[config.mk]
export PLATFORM = sky130hd
export DESIGN_NAME = sample_playback_ctrl
export DESIGN_NICKNAME = d
export VERILOG_FILES = /design/src/rtl/sample_playback_ctrl.sv
export SDC_FILE = /design/constraint.sdc
export NUM_CORES = 1
export LEC_CHECK = 0
export BUFFER_PORTS_ARGS = -buffer_cell sky130_fd_sc_hd__buf_4
export CAP_MARGIN = 0
export CORE_UTILIZATION = 55
export CTS_BUF_LIST = sky130_fd_sc_hd__clkbuf_8
export DETAILED_ROUTE_END_ITERATION = 6
export GPL_TIMING_DRIVEN = 0
export PLACE_DENSITY = 0.76
export SLEW_MARGIN = 20
export SYNTH_ARGS = -nofsm -noshare
export SYNTH_HDL_FRONTEND = slang
export SYNTH_SLANG_ARGS = --single-unit
[constraint.sdc]
create_clock -name clk -period 13.4 [get_ports clk]
set_input_delay 2.68 -clock clk [delete_from_list [all_inputs] [get_ports clk]]
set_output_delay 2.68 -clock clk [all_outputs]
set_load 0.03 [all_outputs]
[src/rtl/sample_playback_ctrl.sv]
// Flash-backed audio sample player: fetches 32-bit words (two 16-bit samples)
// and emits one sample per programmable period, forward or reverse, with wrap.
module sample_playback_ctrl #(
   parameter int unsigned       ADDR_W     = 23,
   parameter logic [ADDR_W-1:0] START_ADDR = '0,
   parameter logic [ADDR_W-1:0] END_ADDR   = 23'h7FFFF
) (
   input  logic              clk,
   input  logic              rst,
   input  logic [31:0]       divisor,
   input  logic              play,
   input  logic              pause,
   input  logic              reverse,
   input  logic              restart,
   output logic              flash_read,
   output logic [ADDR_W-1:0] flash_addr,
   input  logic              flash_waitrequest,
   input  logic              flash_readdatavalid,
   input  logic [31:0]       flash_readdata,
   output logic [15:0]       sample_out,
   output logic              sample_valid,
   output logic [2:0]        o_dbg_state
);

   localparam logic [2:0] S_IDLE      = 3'd0;
   localparam logic [2:0] S_FETCH     = 3'd1;
   localparam logic [2:0] S_WAIT_DATA = 3'd2;
   localparam logic [2:0] S_WAIT_T1   = 3'd3;
   localparam logic [2:0] S_WAIT_T2   = 3'd4;

   // Flash handshake: a read is accepted on a cycle with flash_read=1 and
   // flash_waitrequest=0; flash_addr is held stable until then. Exactly one
   // read is ever outstanding; its data arrives on flash_readdatavalid.

   logic [2:0]        r_state;
   logic [ADDR_W-1:0] r_addr;
   logic [ADDR_W-1:0] r_pend_addr;
   logic [31:0]       r_cnt;
   logic [31:0]       r_period;
   logic [31:0]       r_word;
   logic              r_rev;
   logic              r_discard;
   logic              r_jump;
   logic              r_valid;
   logic [15:0]       r_sample;

   logic [31:0]       w_div_eff;
   logic [31:0]       w_period;
   logic              w_in_tone;
   logic              w_run;
   logic              w_tick;
   logic [ADDR_W-1:0] w_restart_addr;
   logic [ADDR_W-1:0] w_next_addr;

   assign w_div_eff      = (divisor < 32'd2) ? 32'd2 : divisor;
   // The period is captured on the first counting cycle after a reload.
   assign w_period       = (r_cnt == 32'd0) ? w_div_eff : r_period;
   assign w_in_tone      = (r_state == S_WAIT_T1) || (r_state == S_WAIT_T2);
   assign w_run          = w_in_tone && !pause && play && !restart;
   assign w_tick         = w_run && (r_cnt == w_period - 32'd1);
   assign w_restart_addr = reverse ? END_ADDR : START_ADDR;

   always_comb begin
      w_next_addr = r_addr;
      if (r_rev) w_next_addr = (r_addr == START_ADDR) ? END_ADDR : r_addr - ADDR_W'(1);
      else       w_next_addr = (r_addr == END_ADDR) ? START_ADDR : r_addr + ADDR_W'(1);
   end

   always_ff @(posedge clk) begin
      if (rst) begin
         r_cnt    <= 32'd0;
         r_period <= 32'd2;
      end else if (restart) begin
         r_cnt <= 32'd0;
      end else if (w_run) begin
         if (r_cnt == 32'd0) r_period <= w_div_eff;
         r_cnt <= w_tick ? 32'd0 : r_cnt + 32'd1;
      end
   end

   always_ff @(posedge clk) begin
      if (rst) begin
         r_state     <= S_IDLE;
         r_addr      <= START_ADDR;
         r_pend_addr <= START_ADDR;
         r_word      <= 32'd0;
         r_rev       <= 1'b0;
         r_discard   <= 1'b0;
         r_jump      <= 1'b0;
         r_valid     <= 1'b0;
         r_sample    <= 16'd0;
      end else begin
         r_valid <= 1'b0;
         case (r_state)
            S_IDLE: begin
               if (restart) r_addr <= w_restart_addr;
               if (play) r_state <= S_FETCH;
            end
            S_FETCH: begin
               if (restart) begin
                  r_jump      <= 1'b1;
                  r_pend_addr <= w_restart_addr;
               end
               if (restart || !play) r_discard <= 1'b1;
               if (!flash_waitrequest) r_state <= S_WAIT_DATA;
            end
            S_WAIT_DATA: begin
               if (restart) begin
                  r_jump      <= 1'b1;
                  r_pend_addr <= w_restart_addr;
               end
               if (restart || !play) r_discard <= 1'b1;
               if (flash_readdatavalid) begin
                  if (r_discard || restart || !play) begin
                     // Word dropped; a pending restart moves the address now.
                     r_discard <= 1'b0;
                     r_jump    <= 1'b0;
                     if (restart)     r_addr <= w_restart_addr;
                     else if (r_jump) r_addr <= r_pend_addr;
                     r_state <= play ? S_FETCH : S_IDLE;
                  end else begin
                     r_word  <= flash_readdata;
                     r_rev   <= reverse;
                     r_state <= S_WAIT_T1;
                  end
               end
            end
            S_WAIT_T1: begin
               if (restart) begin
                  r_addr  <= w_restart_addr;
                  r_state <= play ? S_FETCH : S_IDLE;
               end else if (!play) begin
                  r_state <= S_IDLE;
               end else if (w_tick) begin
                  r_sample <= r_rev ? r_word[31:16] : r_word[15:0];
                  r_valid  <= 1'b1;
                  r_state  <= S_WAIT_T2;
               end
            end
            S_WAIT_T2: begin
               if (restart) begin
                  r_addr  <= w_restart_addr;
                  r_state <= play ? S_FETCH : S_IDLE;
               end else if (!play) begin
                  r_state <= S_IDLE;
               end else if (w_tick) begin
                  r_sample <= r_rev ? r_word[15:0] : r_word[31:16];
                  r_valid  <= 1'b1;
                  r_addr   <= w_next_addr;
                  r_state  <= S_FETCH;
               end
            end
            default: r_state <= S_IDLE;
         endcase
      end
   end

   assign flash_read   = (r_state == S_FETCH);
   assign flash_addr   = r_addr;
   assign sample_out   = r_sample;
   assign sample_valid = r_valid;
   assign o_dbg_state  = r_state;

endmodule
### Word-level counts from Yosys, hierarchy flattened

Cells that the tools add are included.
Widths: inputs -> output; s select.

| word-level totals | value |
|---|---|
| flip-flop bits (word level) | 165 |
| bits of input ports | 72 |
| output and inout bits | 44 |
| logic and storage cells | 116 |

| cells by class | value |
|---|---|
| add/sub/neg operators | 4 |
| $lt $le $gt $ge | 1 |
| eq/ne operators | 22 |
| multiplexer cells | 46 |
| bitwise logic cells | 4 |
| reductions and logical operators | 28 |

Operators by type and width:

| cell | number |
|---|---|
| $mux 23 | 11 |
| $mux 16 | 8 |
| $mux 32 | 3 |
| $pmux 23 s3 | 1 |
| $add 32x1->32 const B | 1 |
| $eq 32x32->1 | 1 |
| $logic_not 32->1 | 1 |
| $lt 32x2->1 const B | 1 |
| $pmux 16 s2 | 1 |
| $sub 32x1->32 const B | 1 |
| $mux 3 | 9 |
| $add 23x1->23 const B | 1 |
| $eq 23x19->1 const B | 1 |
| $logic_not 23->1 | 1 |
| $sub 23x1->23 const B | 1 |
| $ne 2x2->1 const B | 10 |
| $mux 19 | 1 |
| $pmux 3 s5 | 1 |
| $reduce_and 7->1 | 2 |
| $ne 3x3->1 const B | 3 |
| $mux 1 | 8 |
| $ne 4x4->1 const B | 2 |
| $reduce_or 2->1 | 4 |
| $eq 3x2->1 const B | 2 |
| 16 further kinds | 30 |

### Logic depth before layout (Yosys ltp)

| logic depth | value |
|---|---|
| depth after elaboration | 10 |
| depth in mapped cells | 25 |
| gate-level depth less buffers | 18 |

### Worst setup path after synthesis

Ideal clock, no wire load.

| timing | value |
|---|---|
| kind | input-to-reg |
| from | input divisor[12] |
| to | register r_cnt[5] |
| library setup time | 0.115 ns |
| data arrival time | 7.655 ns |
| required time | 13.285 ns |
| setup slack | 5.629 ns |
| cell stages on the path | 21 |
| buffers on the path | 5 |
| cell sequence | or3_1 clkbuf_1 or3_1 nor4b_4 nor3_1 a21oi_1 ha_1 or4b_1 buf_2 or4_1 clkbuf_2 nor4_2 a21oi_1 or4b_4 a221oi_2 nand4_1 or4_1 buf_2 nand3_2 buf_6 nor2_1 |

| between the ends | value |
|---|---|
| longest elaborated chain between the ends | 7 |

RTL lines:

| what | line | text |
|---|---|---|
| start, declared | 10 | `input logic [31:0] divisor,` |
| $lt 32x2->1 | 55 | `assign w_div_eff = (divisor < 32'd2) ? 32'd2 : divisor;` |
| $mux 32 (*) | 55 |  |
| $mux 32 (*) | -- |  |
| $sub 32x1->32 (*) | 60 | `assign w_tick = w_run && (r_cnt == w_period - 32'd1);` |
| $eq 32x32->1 (*) | 60 |  |
| $logic_and 1x1->1 (*) | 60 |  |
| $mux 32 (*) | 77 | `r_cnt <= w_tick ? 32'd0 : r_cnt + 32'd1;` |
| end signal, assigned | 77 |  |
| end, declared | 38 | `logic [31:0] r_cnt;` |

Every way passes the cells marked *; elsewhere a longest branch is shown, timed or not.
A chain may end at the register's enable or synchronous reset.

### Worst setup path in the final report

| timing | value |
|---|---|
| from | input divisor[12] |
| to | register r_addr[16], in the netlist flash_addr[16] |

| between the ends | value |
|---|---|
| longest elaborated chain between the ends | 8 |

RTL lines:

| what | line | text |
|---|---|---|
| $lt 32x2->1 | 55 |  |
| $mux 32 (*) | 55 |  |
| $mux 32 (*) | -- |  |
| $sub 32x1->32 (*) | 60 |  |
| $eq 32x32->1 (*) | 60 |  |
| $logic_and 1x1->1 (*) | 60 |  |
| $ne 3x3->1 (no line) (*) | -- |  |
| $reduce_and 7->1 (no line) (*) | -- |  |
| end signal, assigned | 96 | `if (restart) r_addr <= w_restart_addr;` |
| end signal, assigned | 118 | `if (restart) r_addr <= w_restart_addr;` |
| end signal, assigned | 119 | `else if (r_jump) r_addr <= r_pend_addr;` |
| end, declared | 36 | `logic [ADDR_W-1:0] r_addr;` |

Marked as above.

==> impl_results.md <==
* Util after Layout at 65.4%
* Largest net degree at the start of global routing at 19
* Number of setup buffers added after CTS at 0
* # IOs at 116
* Synth Cell Area at 9800 um^2
* Synth Area per Inst at 7.27 um^2
* Hold/Removal Path Class: flop to flop
* DP HPWL at 26.8 mm
* Synth Register Bits at 143
* Final min period at 9150 ps
* Final #Nets at 1,559
* Reg2Reg Depth at 23
* Max frequency at 109 MHz
* Most frequent cell after synthesis: nand2_1
* Die Width at 135 um
* Grt total ovfl at 0
* RSZ-0062 raised after global routing: false
* Syn Nets at 1,426
* Number of remaining DRC errors at 0
* Slowest CP cell: nor4_1
* Ys flop type: dfxtp_1
* Synth area leader: dfxtp_1
* Final estimated routing congestion in global placement at 0.981
* Post-route ant nets at 0
* Commonest cells in the synthesized netlist: 210 x nand2_1, 143 x dfxtp_1, 126 x nor2_1, 118 x a21oi_1, 88 x clkbuf_1
* Post-synth EDFFs at 0
* DR WL/cell at 20.9 um
* Num CTS Buffers at 17
* Register area share after synthesis at 29.2%
* P_sw at 386 uW
* CP max stage delay at 800 ps
* Initial antenna violation count at 0
* Synthesis-to-layout area growth at 15.9%
* Hold_buf cts at 0
* Status: finished clean
* Sequential share of power at 42.3%
* Clock Tree Root: clkbuf_8
* Worst Setup End Kind: flop
* DRT iter0 DRCs at 1,143
* Die H at 135 um
* # diodes at 0
* Worst Path Required at 13,730 ps
* Clk Latency, worst-skew pair at 470 ps
* Async SR Flop Fraction at 0%
* Vias in the first global route at 9,862
* Drt first pass iters at 5
* Crit path DAT at 9470 ps
* Share of layout cells above drive strength 1 at 13.0%
* Post_cts resized at 0
* Die ar. at 18,400 um^2
* TritonCTS clock tree: built
* Via/cell ratio at 6.41
* Clock buffer depth at 2
* Synthesis Warnings at 0
* Least-Margin Pin Slew at 1200 ps
* Synth top area share at 29.2%
* Hold path cells at 2
* CP Cell Sequence: buf_4, or3_1, clkbuf_1, or3_1, nor4b_4, nor3_1, a21oi_1, ha_1, or4b_1, buf_2, nor4_1, nand4_1, a221o_1, mux2_2, a2111oi_0, and4_1, nand4_1, nand2_2, buf_2, a211oi_1
* Clock-pin slew of the registers on the worst-case setup and hold paths at 100 ps
* Static Leak at 4.15 nW
* Num rows at 48
* Clock share of power at 33.4%
* Max-cap violations at 0
* CP max FO at 10
* Setup Skew at 17.5 ps
* Slew HR at 19.6%
* Detailed Route WL at 35.9 mm
* Max Slew Vio Count at 0
* Sw Share at 36.2%
* First-pass GRT wire length at 55.0 mm
* CTS sink cnt at 143
* Setup TNS at 0 ps
* Synth top area cells: dfxtp_1 29%, nand2_1 8.0%, a21oi_1 6.0%
* Tot GR Track Use at 39.5%
* Peak supply drop at 0.0000741 V
* Vias at 11,000
* Power Density at 93.7 nW/um^2
* Combinational Power Share at 24.3%
* Initial Util at 56.5%
* H-Tree Depth at 4
* Final setup fails at 0
* Final hold violation count at 0
* Pint at 679 uW
* WS Path Type: input port to flop
* Syn Inst Count at 1,348
* CORE AREA at 17,400 um^2
* Number of library cell types mapped by synthesis at 80
* Input/output buffers at 114
* Worst setup SP type: input port
* Final Cycle Share at 68.3%
## worst max-delay path, delay by kind of cell
kind,cells,cell delay (ps)
muxes,1,320
buffers and inverters,4,850
and+or+nand+nor,10,4060
adders and majority gates,1,310
AOI/OAI and AO/OA,4,1230
## placed cells by master, fill, tap and decap left out, types with 9 or more instances in the layout
cell	n
a31oi_1	9
nor4b_1	10
nor4_1	35
and3_1	16
a211oi_1	30
buf_4	115
nand2_1	210
mux2_2	17
nand3_1	35
mux2i_1	21
o211ai_1	17
o31ai_1	9
clkbuf_1	88
inv_1	27
nand2b_1	14
clkbuf_8	17
nor2_1	126
a21oi_1	118
nand4_1	29
xor2_1	38
o21ai_0	48
dfxtp_1	143
xnor2_1	51
o211a_1	10
nor3_1	62
or4_1	14
or3_1	27
and4_1	9
buf_2	9
## final cells by class
class / count / area, um^2
clock inverters: 15 / 185
repair buffers: 114 / 856
clock buffers: 17 / 234
multi-input cells: 1071 / 6390
flip-flops and latches: 143 / 2860
well taps: 225 / 282
plain buffers: 105 / 440
fillers: 1585 / 6000
inverters: 29 / 109
## worst paths after layout
path               startpoint             end  slack [ps]
hold / removal     r_word[12]      r_word[12]         460
hold reg to reg    r_word[12]      r_word[12]         460
setup / recovery  divisor[12]  flash_addr[16]        4250
setup reg to reg     r_cnt[0]  flash_addr[16]        5650
## flip-flops by register name, summed over array words and instances (netlist names)
| register | cells |
|---|---|
| flash_addr | 23 |
| o_dbg_state | 3 |
| r_cnt | 32 |
| r_discard | 1 |
| r_jump | 1 |
| r_pend_addr | 1 |
| r_period | 32 |
| r_rev | 1 |
| r_word | 32 |
| sample_out | 16 |
| sample_valid | 1 |
## routing by layer
metal	GRT usage, %	part of all wire [%]	vias to the layer above
li1	-	-	5152
met1	55.0	43	5097
met2	58.1	43	680
met3	9.54	11	95
met4	15.5	3.1	0
met5	0	0	-
## cell families (layout without fill, tap and decap cells)
group	after synthesis	count (layout)	synth area share (%)
AOI/OAI and AO/OA	316	316	21.0
xor gates and xnor gates	89	89	7.95
adders and majority gates	6	6	0.766
buffers and inverters	134	280	5.60
DFF	143	143	29.2
muxes	39	39	4.21
and+or+nand+nor	621	621	31.3
## power by group through the flow
stage,registers (mW),logic (mW),clock network (mW)
floorplan,0.479,0.148,0
detailed placement,0.459,0.251,0
global placement,0.459,0.248,0
global route,0.452,0.279,0.377
finish,0.450,0.259,0.356
CTS,0.450,0.253,0.359
## stage by stage
step	cell area [um^2]	hold slack (ps)	std cells	setup WS [ps]	power, mW
floorplan	9800	432	1348	5630	0.626
global placement	10900	439	1687	3940	0.707
detailed placement	10900	446	1687	3990	0.710
CTS	11400	460	1719	4490	1.06
global route	11400	477	1719	4000	1.11
finish	11400	459	1719	4250	1.06
Note: power is estimated with default switching activity, not from simulation.
